### config.mk
export PLATFORM = sky130hd
export DESIGN_NAME = alu_result_stage_flat
export DESIGN_NICKNAME = d
export VERILOG_FILES = /design/src/rtl/alu_result_stage_pkg.sv /design/src/rtl/alu_result_stage_if.sv /design/src/rtl/alu_result_stage_skid.sv /design/src/rtl/alu_result_stage.sv /design/src/flat_wrapper.sv
export SDC_FILE = /design/constraint.sdc
export NUM_CORES = 1
export LEC_CHECK = 0
export BUFFER_PORTS_ARGS = -buffer_cell sky130_fd_sc_hd__clkbuf_2
export CAP_MARGIN = 5
export CORE_MARGIN = 2
export CORE_UTILIZATION = 59
export CTS_BUF_LIST = sky130_fd_sc_hd__clkbuf_8
export CTS_CLUSTER_SIZE = 40
export DETAILED_ROUTE_END_ITERATION = 8
export GPL_TIMING_DRIVEN = 1
export PLACE_DENSITY = 0.87
export SLEW_MARGIN = 20
export SYNTH_ARGS = -nofsm -noshare
export SYNTH_HDL_FRONTEND = slang
export SYNTH_SLANG_ARGS = --single-unit
### constraint.sdc
create_clock -name clk -period 7.9 [get_ports clk]
set_input_delay 0.395 -clock clk [delete_from_list [all_inputs] [get_ports clk]]
set_output_delay 0.395 -clock clk [all_outputs]
set_load 0.01 [all_outputs]
### src/rtl/alu_result_stage_pkg.sv
// alu_pkg: shared ALU types, control encodings and the hardwired-zero register index.
package alu_pkg;
  localparam int ALU_WIDTH = 64;
  localparam int ALU_REG_BITS = 5;
  localparam int XZR = 31;
  typedef struct packed {
    logic n;
    logic z;
    logic v;
    logic c;
  } alu_flags_t;
  typedef enum logic [2:0] {
    ALU_PASS_B = 3'b000,
    ALU_ADD    = 3'b010,
    ALU_SUB    = 3'b011,
    ALU_AND    = 3'b100,
    ALU_OR     = 3'b101,
    ALU_XOR    = 3'b110
  } alu_cntrl_e;
endpackage

### src/rtl/alu_result_stage_if.sv
// alu_result_stage_if: upstream ALU beat and downstream writeback handshake bundle.
interface alu_result_stage_if #(
  parameter int WIDTH = 64,
  parameter int REG_BITS = 5
);
  logic                in_valid;
  logic                in_ready;
  logic [WIDTH-1:0]    in_result;
  logic                in_negative;
  logic                in_zero;
  logic                in_overflow;
  logic                in_carry_out;
  logic [REG_BITS-1:0] in_rd;
  logic                in_reg_write;
  logic                in_set_flags;
  logic                out_valid;
  logic                out_ready;
  logic [WIDTH-1:0]    out_result;
  logic [REG_BITS-1:0] out_rd;
  logic                out_reg_write;
  modport master (
    output in_valid, in_result, in_negative, in_zero, in_overflow, in_carry_out,
           in_rd, in_reg_write, in_set_flags, out_ready,
    input  in_ready, out_valid, out_result, out_rd, out_reg_write
  );
  modport slave (
    input  in_valid, in_result, in_negative, in_zero, in_overflow, in_carry_out,
           in_rd, in_reg_write, in_set_flags, out_ready,
    output in_ready, out_valid, out_result, out_rd, out_reg_write
  );
endinterface

### src/rtl/alu_result_stage_skid.sv
// pipe_skid_buf: 2-entry valid/ready skid buffer with registered in_ready and sync flush.
module pipe_skid_buf #(
  parameter int W = 8
) (
  input  logic         clk,
  input  logic         reset,
  input  logic         flush_i,
  input  logic         in_valid_i,
  output logic         in_ready_o,
  input  logic [W-1:0] in_data_i,
  output logic         out_valid_o,
  input  logic         out_ready_i,
  output logic [W-1:0] out_data_o
);
  logic         main_v_q, main_v_d, skid_v_q, skid_v_d;
  logic [W-1:0] main_q, main_d, skid_q, skid_d;
  logic         accept, pop, hold;
  assign accept = in_valid_i & ~skid_v_q;
  assign pop = main_v_q & out_ready_i;
  assign hold = main_v_q & ~pop;
  always_comb begin
    main_v_d = flush_i ? 1'b0 : hold | skid_v_q | accept;
    skid_v_d = flush_i ? 1'b0 : hold & (skid_v_q | accept);
    // payload regs only load on a real transfer, so a flushed beat never lands
    main_d = (hold | flush_i) ? main_q : skid_v_q ? skid_q : accept ? in_data_i : main_q;
    skid_d = (~flush_i & hold & accept) ? in_data_i : skid_q;
  end
  always_ff @(posedge clk or posedge reset) begin
    if (reset) begin
      main_v_q <= 1'b0;
      skid_v_q <= 1'b0;
      main_q <= '0;
      skid_q <= '0;
    end else begin
      main_v_q <= main_v_d;
      skid_v_q <= skid_v_d;
      main_q <= main_d;
      skid_q <= skid_d;
    end
  end
  assign in_ready_o = ~skid_v_q;
  assign out_valid_o = main_v_q;
  assign out_data_o = main_q;
endmodule

### src/rtl/alu_result_stage.sv
// alu_result_stage: ALU-to-writeback skid stage holding the architectural NZVC flags.
module alu_result_stage
  import alu_pkg::*;
#(
  parameter int WIDTH = ALU_WIDTH,
  parameter int REG_BITS = ALU_REG_BITS,
  parameter int ZERO_REG = XZR
) (
  input  logic clk,
  input  logic reset,
  input  logic flush_i,
  alu_result_stage_if.slave bus,
  output logic flag_n_o,
  output logic flag_z_o,
  output logic flag_v_o,
  output logic flag_c_o
);
  localparam int W = WIDTH + REG_BITS + 1;
  logic [W-1:0] in_data, out_data;
  alu_flags_t   flags_q, flags_d;
  logic         in_ready, wr_en;
  assign wr_en = bus.in_reg_write & (bus.in_rd != REG_BITS'(ZERO_REG));
  assign in_data = {bus.in_result, bus.in_rd, wr_en};
  pipe_skid_buf #(.W(W)) u_skid (
    .clk        (clk),
    .reset      (reset),
    .flush_i    (flush_i),
    .in_valid_i (bus.in_valid),
    .in_ready_o (in_ready),
    .in_data_i  (in_data),
    .out_valid_o(bus.out_valid),
    .out_ready_i(bus.out_ready),
    .out_data_o (out_data)
  );
  assign bus.in_ready = in_ready;
  assign {bus.out_result, bus.out_rd, bus.out_reg_write} = out_data;
  always_comb begin
    flags_d = (bus.in_valid & in_ready & bus.in_set_flags & ~flush_i)
      ? '{n: bus.in_negative, z: bus.in_zero, v: bus.in_overflow, c: bus.in_carry_out}
      : flags_q;
  end
  always_ff @(posedge clk or posedge reset) begin
    if (reset) flags_q <= '0;
    else flags_q <= flags_d;
  end
  assign {flag_n_o, flag_z_o, flag_v_o, flag_c_o} = flags_q;
endmodule

### src/flat_wrapper.sv
// flat-port wrapper written by rule: the top's interface ports become plain ports
module alu_result_stage_flat import alu_pkg::*;
#(
  parameter int WIDTH = ALU_WIDTH,
  parameter int REG_BITS = ALU_REG_BITS,
  parameter int ZERO_REG = XZR
)
  (clk, reset, flush_i, flag_n_o, flag_z_o, flag_v_o, flag_c_o, bus_in_valid, bus_in_result, bus_in_negative, bus_in_zero, bus_in_overflow, bus_in_carry_out, bus_in_rd, bus_in_reg_write, bus_in_set_flags, bus_out_ready, bus_in_ready, bus_out_valid, bus_out_result, bus_out_rd, bus_out_reg_write);
  alu_result_stage_if #(.WIDTH(WIDTH), .REG_BITS(REG_BITS)) bus_i ();
  input  logic clk;
  input  logic reset;
  input  logic flush_i;
  output logic flag_n_o;
  output logic flag_z_o;
  output logic flag_v_o;
  output logic flag_c_o;
  input wire logic [$bits(bus_i.in_valid)-1:0] bus_in_valid;
  input wire logic [$bits(bus_i.in_result)-1:0] bus_in_result;
  input wire logic [$bits(bus_i.in_negative)-1:0] bus_in_negative;
  input wire logic [$bits(bus_i.in_zero)-1:0] bus_in_zero;
  input wire logic [$bits(bus_i.in_overflow)-1:0] bus_in_overflow;
  input wire logic [$bits(bus_i.in_carry_out)-1:0] bus_in_carry_out;
  input wire logic [$bits(bus_i.in_rd)-1:0] bus_in_rd;
  input wire logic [$bits(bus_i.in_reg_write)-1:0] bus_in_reg_write;
  input wire logic [$bits(bus_i.in_set_flags)-1:0] bus_in_set_flags;
  input wire logic [$bits(bus_i.out_ready)-1:0] bus_out_ready;
  output wire logic [$bits(bus_i.in_ready)-1:0] bus_in_ready;
  output wire logic [$bits(bus_i.out_valid)-1:0] bus_out_valid;
  output wire logic [$bits(bus_i.out_result)-1:0] bus_out_result;
  output wire logic [$bits(bus_i.out_rd)-1:0] bus_out_rd;
  output wire logic [$bits(bus_i.out_reg_write)-1:0] bus_out_reg_write;
  assign bus_i.in_valid = bus_in_valid;
  assign bus_i.in_result = bus_in_result;
  assign bus_i.in_negative = bus_in_negative;
  assign bus_i.in_zero = bus_in_zero;
  assign bus_i.in_overflow = bus_in_overflow;
  assign bus_i.in_carry_out = bus_in_carry_out;
  assign bus_i.in_rd = bus_in_rd;
  assign bus_i.in_reg_write = bus_in_reg_write;
  assign bus_i.in_set_flags = bus_in_set_flags;
  assign bus_i.out_ready = bus_out_ready;
  assign bus_in_ready = bus_i.in_ready;
  assign bus_out_valid = bus_i.out_valid;
  assign bus_out_result = bus_i.out_result;
  assign bus_out_rd = bus_i.out_rd;
  assign bus_out_reg_write = bus_i.out_reg_write;
  alu_result_stage #(.WIDTH(WIDTH), .REG_BITS(REG_BITS), .ZERO_REG(ZERO_REG)) u_core (.clk(clk), .reset(reset), .flush_i(flush_i), .bus(bus_i), .flag_n_o(flag_n_o), .flag_z_o(flag_z_o), .flag_v_o(flag_v_o), .flag_c_o(flag_c_o));
endmodule
==> results of run 1 <==
-- cells by family (layout without fill, tap and decap cells) --
family	count (synthesis)	count (layout)
AOI/OAI and AO/OA	5	5
muxes	212	212
buffers and inverters	26	193
DFF	146	146
and+or+nand+nor	10	10
-- Yosys cell counts (all sizes together) --
cell type | n | area share [%]
mux2 | 211 | 38
dfrtp | 146 | 58
buf | 17 | 2.1
clkbuf | 6 | 0.36
inv | 3 | 0.18
nand3 | 2 | 0.16
nor2 | 2 | 0.16
nor3 | 2 | 0.34
a2111oi | 1 | 0.14
a21oi | 1 | 0.079
a2bb2oi | 1 | 0.14
and2b | 1 | 0.16
and3 | 1 | 0.099
mux2i | 1 | 0.16
nand2 | 1 | 0.059
nand2b | 1 | 0.099
o211ai | 1 | 0.12
o21ai | 1 | 0.079
-- state kept, by name, indices dropped and copies added, names as in the netlist --
signal	flops
u_core.flag_n_o	1
u_core.u_skid.out_data_o	70
u_core.u_skid.out_valid_o	1
u_core.flag_c_o	1
u_core.u_skid.skid_q	70
u_core.u_skid.skid_v_q	1
u_core.flag_v_o	1
u_core.flag_z_o	1
-- stage by stage --
stage,std cells,hold WS (ns),setup slack [ns]
global route,702,0.0638,4.99
CTS,702,0.0512,5.14
detailed placement,670,0.479,5.11
global placement,670,0.471,5.19
floorplan,399,0.458,3.58
finish,702,0.0385,5.16
-- area by class of cell --
type,instances,area [sq um]
Clock buffer,21,289
Clock inverter,11,159
Fill cell,704,2780
Inverter,3,16.3
Multi-Input combinational cell,227,2500
Sequential cell,146,3650
Tap cell,136,170
Timing Repair Buffer,158,798
-- power by group --
| part | total (mW) | internal (mW) | switching [mW] |
|---|---|---|---|
| sequential | 0.994 | 0.911 | 0.0828 |
| clock | 0.640 | 0.375 | 0.265 |
| combinational | 0.363 | 0.207 | 0.155 |
| total | 2.00 | 1.49 | 0.503 |
-- routing by layer --
metal	GRT usage (%)	wire [um]	up-vias	share of wire (%)
li1	-	-	1744	-
met1	28.2	5180	1863	43
met2	34.3	5770	125	48
met3	7.20	857	14	7.2
met4	7.60	171	0	1.4
met5	0	0	-	0
-- final timing paths --
| kind | to | slack [ns] | cells after the start |
|---|---|---|---|
| min | u_core.u_skid.out_data_o[18] | 0.04 | 2 |
| min reg2reg | u_core.u_skid.out_data_o[7] | 0.49 | 1 |
| max reg2reg | u_core.u_skid.skid_q[66] | 5.16 | 4 |
| max in group asynchronous | u_core.u_skid.skid_v_q | 6.43 | 3 |
| min in group clk | u_core.flag_z_o | 0.21 | 2 |
| max | u_core.u_skid.skid_q[66] | 5.16 | 4 |
==> impl_metrics.toml, run 1 <==
[run_status]
status = "completed"

[critical_path]
worstSetupStartpoint = "u_core.u_skid.skid_v_q"
endpoint_kind = "flip-flop"
path_class = "reg -> reg"
max_stage_delay_ns = 0.80
crit_required_ns = 8.20
path_max_fanout = 72
crit_chain = "buf_4, nor2_1, nand3_4, mux2_2"
worst_path_max_delay_cell = "nand3_4"
r2r_start = "u_core.u_skid.skid_v_q"
cp_top_family = "simple AND/OR/NAND/NOR gates"
critical_path_buf_inv_count = 1
start_kind = "flip-flop"
cp.arrival_ns = 3.04

[synth]
yosys.area_share.simple_pct = 1.07
synth_compound_area_share_pct = 0.555
synth_cells = 399
synthesis.area_sq_um = 6310
synth.ff_latch_count = 146
avgSynthCellArea_sq_um = 15.8
yosys_warnings = 0
synthDistinctLibCells = 23
yosysSeqAreaShare_pct = 57.9
synth_nets = 479
muxShareOfSynthArea_pct = 37.8
yosys.area_share.adder_pct = 0
synth-xor-area-share_pct = 0
synth_top_family_by_area = "multiplexers"

[layout]
layout_common_cells = "mux2_2, clkbuf_2, dfrtp_1, clkbuf_8, mux2_1"
final_core_util_pct = 73.2
stdcell_area_sq_um = 7590
layout.nets = 633
antenna_cells = 0
final_common_cell = "mux2_2"
final_layout_size_suffix_gt1_share_pct = 70.3
area_delta_synth_final_pct = 20.3

[grt]
antenna_found_initial = 0
grt_max_degree = 77
overflow = 0
grt_pass1_wl_um = 19100
grt_pass1_vias = 3883
grt.total_usage_pct = 21.7

[timing]
tightest_slew_ns = 1.04
skew_ns = 0.00719
finalSetupViolCount = 0
clock.fmax_ghz = 0.365
finalMaxSlewViolations = 0
tns_ns = 0
finalCriticalPeriod_ns = 2.74
maxSlewHeadroom_pct = 30.7
period_share_pct = 34.6
hold_viol_final = 0
rsz0062_at_grt = "false"

[routing]
drtPass1Iterations = 4
drt_wl_total_um = 12000
vias = 3746
wl_per_cell_um = 17.1
drtAntennaViolNets = 0
routed_via_density = 5.34
drt_iter0_markers = 119
drcViolationCount = 0

[placed_design]
portBuffers = 155
hpwl_um = 7910
place_congestion = 0.701
placed_cell_area_sq_um = 7140

[job]
max_cap_violations = 0

[floorplanning]
die_y_um = 107
rows = 37
ios = 156
die_area_sq_um = 11500
core-area_sq_um = 10400
die_x_um = 107
initial_core_util_pct = 60.8

[clock_network]
clock_sinks = 146
cts_resized = 0
cts_buffers = 17
clk_pin_slew_ns = 0.08
root_buffer = "clkbuf_8"
clock_path_buffers = 2
cts_tree = "built"
clk_latency_ns = 0.43
htree_levels = 4
hold_buffers = 0
post_cts_buffers = 0

[power]
p_per_area_nw_per_um2 = 263
vdd_drop_max_mv = 0.133
finalPower_mw = 2.00
power_leakage_nw = 3.55

[hold_path]
min_path_type = "in -> async"
Note: power is estimated with default switching activity, not from simulation.
==> inputs of run 2 (changes only) <==
Settings changed: CORE_UTILIZATION 59 to 55, PLACE_DENSITY 0.87 to 0.82.
Clock period 7.9 ns to 2.7 ns, I/O delays scaled along.
==> impl_metrics.toml, run 2 (synthesis gave the netlist of run 1 again) <==
[critical_path]
crit_chain = "nor2_1, nand3_4, buf_12, mux2_2"
path_max_fanout = 35
crit_required_ns = 3.02
reg2regPathDepth = 4
path_class = "reg -> reg"
r2r_slack_ns = 0.91
max_stage_delay_ns = 0.43
worstSetupStartpoint = "u_core.u_skid.skid_v_q"
endpoint_kind = "flip-flop"
start_kind = "flip-flop"
crit_path_end = "u_core.u_skid.skid_q[66]"
worst_path_max_delay_cell = "dfrtp_2"
cp.arrival_ns = 2.11
r2r_start = "u_core.u_skid.skid_v_q"
r2r_end = "u_core.u_skid.skid_q[66]"

[grt]
grt_max_degree = 67
overflow = 0
grt.total_usage_pct = 23.2
grt_pass1_vias = 4531
antenna_found_initial = 0
grt_pass1_wl_um = 22500

[timing]
finalCriticalPeriod_ns = 1.79
maxSlewHeadroom_pct = 50.8
fin_hold_ws_ns = 0.103
rsz0062_at_grt = "false"
period_share_pct = 66.3
finalSetupViolCount = 0
tns_ns = 0
tightest_slew_ns = 0.736
skew_ns = 0.00848
hold_viol_final = 0
finalMaxSlewViolations = 0
clock.fmax_ghz = 0.559

[power]
clkPwrFrac_pct = 26.7
p_switching_mw = 1.47
swShare_pct = 26.4
p_int_mw = 4.10
vdd_drop_max_mv = 0.473
pwr-share-comb_pct = 21.0
seqPwrFrac_pct = 52.3
p_per_area_nw_per_um2 = 666
power_leakage_nw = 3.89

[floorplanning]
die_x_um = 111
core-area_sq_um = 11300
die_y_um = 111
initial_core_util_pct = 55.7
die_area_sq_um = 12300
ios = 156
rows = 39

[clock_network]
clock_path_buffers = 2
cts_tree = "built"
cts_resized = 0
root_buffer = "clkbuf_8"
htree_levels = 4
clk_pin_slew_ns = 0.07
clock_sinks = 146
cts_buffers = 17
clk_latency_ns = 0.44

[routing]
routed_via_density = 5.15
drt_iter0_markers = 152
vias = 4077
drtPass1Iterations = 4
wl_per_cell_um = 16.8
drt_wl_total_um = 13300
wl_met3_um = 675
drcViolationCount = 0
drtAntennaViolNets = 0
met1_length_um = 5690
top_layer = "met4"
route.met2.wl_um = 6740

[layout]
stdcell_area_sq_um = 8360
n_fill_cell = 719
final_common_cell = "mux2_2"
ff_latch_area_sq_um = 3650
layout_common_cells = "mux2_2, clkbuf_2, dfrtp_1, dlygate4sd3_1, clkbuf_8"
multi_input_area_sq_um = 2500
layout.nets = 716
final_layout_size_suffix_gt1_share_pct = 61.3
final_cells = 792
area_delta_synth_final_pct = 32.5
antenna_cells = 0

[placed_design]
place_inst = 682
hpwl_um = 8460
portBuffers = 155
placed_cell_area_sq_um = 7240
place_congestion = 0.728

[run_status]
status = "completed"

[job]
max_cap_violations = 0

[hold_path]
min_path_type = "in -> reg"
==> run 2: metal layers <==
layer,GRT usage [%],vias up
met5,0,-
met4,8.07,0
met3,6.18,16
met2,39.6,117
met1,28.7,2043
li1,-,1901
==> run 2: power by group through the flow <==
stage	clock [mW]	sequential, mW	combinational [mW]
6_report	1.49	2.91	1.17
5_1_grt	1.65	2.97	1.27
4_1_cts	1.55	2.91	1.18
3_5_place_dp	0	2.95	1.08
3_3_place_gp	0	2.91	1.04
2_1_floorplan	0	2.99	0.590
==> run 2: worst min-delay path by stage <==
stage                       from                           end  slack, ns  cells past startpoint
finish              bus_in_valid        u_core.u_skid.skid_v_q       0.10                      3
detailed placement         reset  u_core.u_skid.out_data_o[19]       0.28                      2
global route        bus_in_valid        u_core.u_skid.skid_v_q       0.12                      3
floorplan                flush_i     u_core.u_skid.out_valid_o       0.20                      1
global placement           reset  u_core.u_skid.out_data_o[20]       0.27                      2
CTS                 bus_in_valid        u_core.u_skid.skid_v_q       0.07                      3
==> run 2: final cells by class <==
| type | instances | area share (%) |
|---|---|---|
| Sequential cell | 146 | 43.7 |
| Clock buffer | 19 | 3.13 |
| Clock inverter | 13 | 0.973 |
| Tap cell | 143 | 2.14 |
| Inverter | 3 | 0.180 |
| Multi-Input combinational cell | 227 | 29.9 |
| Timing Repair Buffer | 241 | 19.9 |
==> run 2: critical path: cells and delay by family (launching register included) <==
kind	cells	cell delay, ns
buf+inv	1	0.32
flops	1	0.43
mux	1	0.29
simple gates	2	0.59
==> run 2: what timing repair did <==
action / in CTS / in global routing
hold buffers: 78 / 0
endpoints found under the hold margin: 107 / 0
setup buffers: 0 / 0
==> run 2: metrics by stage <==
| step | setup slack [ns] | power [mW] | utilization, % |
|---|---|---|---|
| 2_1_floorplan | 0.732 | 3.58 | - |
| 3_3_place_gp | 0.971 | 3.95 | 63.9 |
| 3_5_place_dp | 0.932 | 4.03 | 63.9 |
| 4_1_cts | 0.921 | 5.63 | 73.8 |
| 5_1_grt | 0.798 | 5.89 | 73.8 |
| 6_report | 0.910 | 5.57 | 73.8 |
==> inputs of run 3 (changes only) <==
Settings changed: ABC_AREA from default to 1.
Clock period 2.7 ns to 1.7 ns, I/O delays scaled along.
==> impl_metrics.toml, run 3 <==
[clock_network]
htree_levels = 4
cts_buffers = 17
root_buffer = "clkbuf_8"
clock_path_buffers = 2
clock_sinks = 146
cts_tree = "built"
clk_latency_ns = 0.44
clk_pin_slew_ns = 0.08

[synth]
yosysTopAreaCellShare_pct = 58.0
yosysMostFrequentCell = "nand2_1"
yosysSeqAreaShare_pct = 58.0
synth_nets = 861
avgSynthCellArea_sq_um = 8.07
synthesis.area_sq_um = 6300
synth_cells = 781
synthDistinctLibCells = 16
synth.ff_latch_count = 146
synth_edf_count = 0
synthArstFlopShare_pct = 100
netlist_top_cells_area = "dfrtp_1, nand2_1, o21ai_0"
yosys_warnings = 0
synth_common_cells = "nand2_1, dfrtp_1, o21ai_0"
post-synth-top-area-cell = "dfrtp_1"
synth-main-ff-cell = "dfrtp_1"

[routing]
drt_wl_total_um = 15800
vias = 5734
drt_iter0_markers = 376
drtPass1Iterations = 5
drcViolationCount = 0
wl_per_cell_um = 13.6
routed_via_density = 4.96
drtAntennaViolNets = 0

[grt]
grt_pass1_vias = 5634
grt_max_degree = 107
grt.total_usage_pct = 26.8
grt_pass1_wl_um = 26600
overflow = 0
antenna_found_initial = 0

[floorplanning]
ios = 156
die_x_um = 111
initial_core_util_pct = 55.7
core-area_sq_um = 11300
die_area_sq_um = 12300
rows = 39
die_y_um = 111

[critical_path]
r2r_slack_ns = 0.12
cp.arrival_ns = 1.92
path_max_fanout = 106
start_kind = "flip-flop"
crit_required_ns = 2.04
path_class = "reg -> reg"
endpoint_kind = "flip-flop"

[power]
p_per_area_nw_per_um2 = 1030
power_leakage_nw = 4.57
vdd_drop_max_mv = 0.629
finalPower_mw = 8.65

[timing]
setup_ws_ns = 0.120
rsz0062_at_grt = "false"
finalCriticalPeriod_ns = 1.58
finalSetupViolCount = 0
tns_ns = 0
fin_hold_ws_ns = 0.109
clock.fmax_ghz = 0.633
tightest_slew_ns = 0.494
maxSlewHeadroom_pct = 67.0
hold_viol_final = 0
period_share_pct = 92.9
skew_ns = 0.00746
finalMaxSlewViolations = 0

[placed_design]
hpwl_um = 9010
place_inst = 1049
portBuffers = 155
placed_cell_area_sq_um = 7240
pre_cts_slack_ns = 0.134
place_congestion = 0.824

[layout]
layout_common_cells = "nand2_1, clkbuf_2, dfrtp_1, o21ai_0"
stdcell_area_sq_um = 8390
final_layout_size_suffix_gt1_share_pct = 20.3
final_common_cell = "nand2_1"
layout.nets = 1083
area_delta_synth_final_pct = 33.2
final_cells = 1157
final_core_util_pct = 74.1
antenna_cells = 0

[run_status]
status = "completed"

[hold_path]
min_path_type = "in -> reg"

[job]
max_cap_violations = 0
[run 3: cell types whose count changed after synthesis, moves of 5 or more]
cell and change:
mux2_2 -204, mux2_1 -7, o21ai_0 +142, buf_6 -5
clkbuf_1 +7, inv_1 +76, nor2_1 +5, nand2_1 +354
buf_2 +18
[run 3: final timing paths]
| check | startpoint | to | cells after the start |
|---|---|---|---|
| worst max-delay path | u_core.u_skid.skid_v_q | u_core.u_skid.skid_q[45] | 4 |
| worst min-delay path | bus_in_valid | u_core.u_skid.skid_v_q | 5 |
| worst max register to register | u_core.u_skid.skid_v_q | u_core.u_skid.skid_q[45] | 4 |
| worst min register to register | u_core.u_skid.out_data_o[62] | u_core.u_skid.out_data_o[62] | 2 |
| max in group asynchronous | reset | u_core.u_skid.skid_v_q | 4 |
| min in group asynchronous | reset | u_core.u_skid.out_data_o[42] | 3 |
[run 3: worst max-delay path, cell delays in order (launching register included)]
cell,delay [ns]
dfrtp_4,0.52
nor2_1,0.27
nand3_4,0.13
buf_12,0.22
o21ai_0,0.27
[run 3: layer usage]
| metal | track usage, % | up-vias | share of wire, % |
|---|---|---|---|
| li1 | - | 2832 | - |
| met1 | 34.4 | 2645 | 42 |
| met2 | 42.0 | 205 | 48 |
| met3 | 6.07 | 52 | 5.1 |
| met4 | 15.8 | 0 | 4.3 |
| met5 | 0 | - | 0 |
[run 3: cell type report]
cell class / instances / area [sq um]
repair buffers: 247 / 1760
clock inverters: 6 / 28.8
flip-flops and latches: 146 / 3660
inverters: 80 / 304
well taps: 143 / 179
fillers: 806 / 2930
multi-input cells: 511 / 2140
clock buffers: 24 / 330
[run 3: repair_timing]
action / CTS / global route
endpoints found under the setup margin: 0 / 2
resized for setup: 0 / 3
endpoints found under the hold margin: 163 / 0
setup buffers: 0 / 0
hold buffers: 78 / 0
[run 3: power by group]
group          total [mW]  switching, mW  internal [mW]
sequential           4.54          0.396           4.14
clock                2.47           1.22           1.25
combinational        1.65          0.909          0.736
total                8.65           2.52           6.13
[run 3: kinds of logic after synthesis]
group,share of synthesized area [%]
simple gates,22.2
flops,58.0
compound gates,11.6
buf+inv,8.28
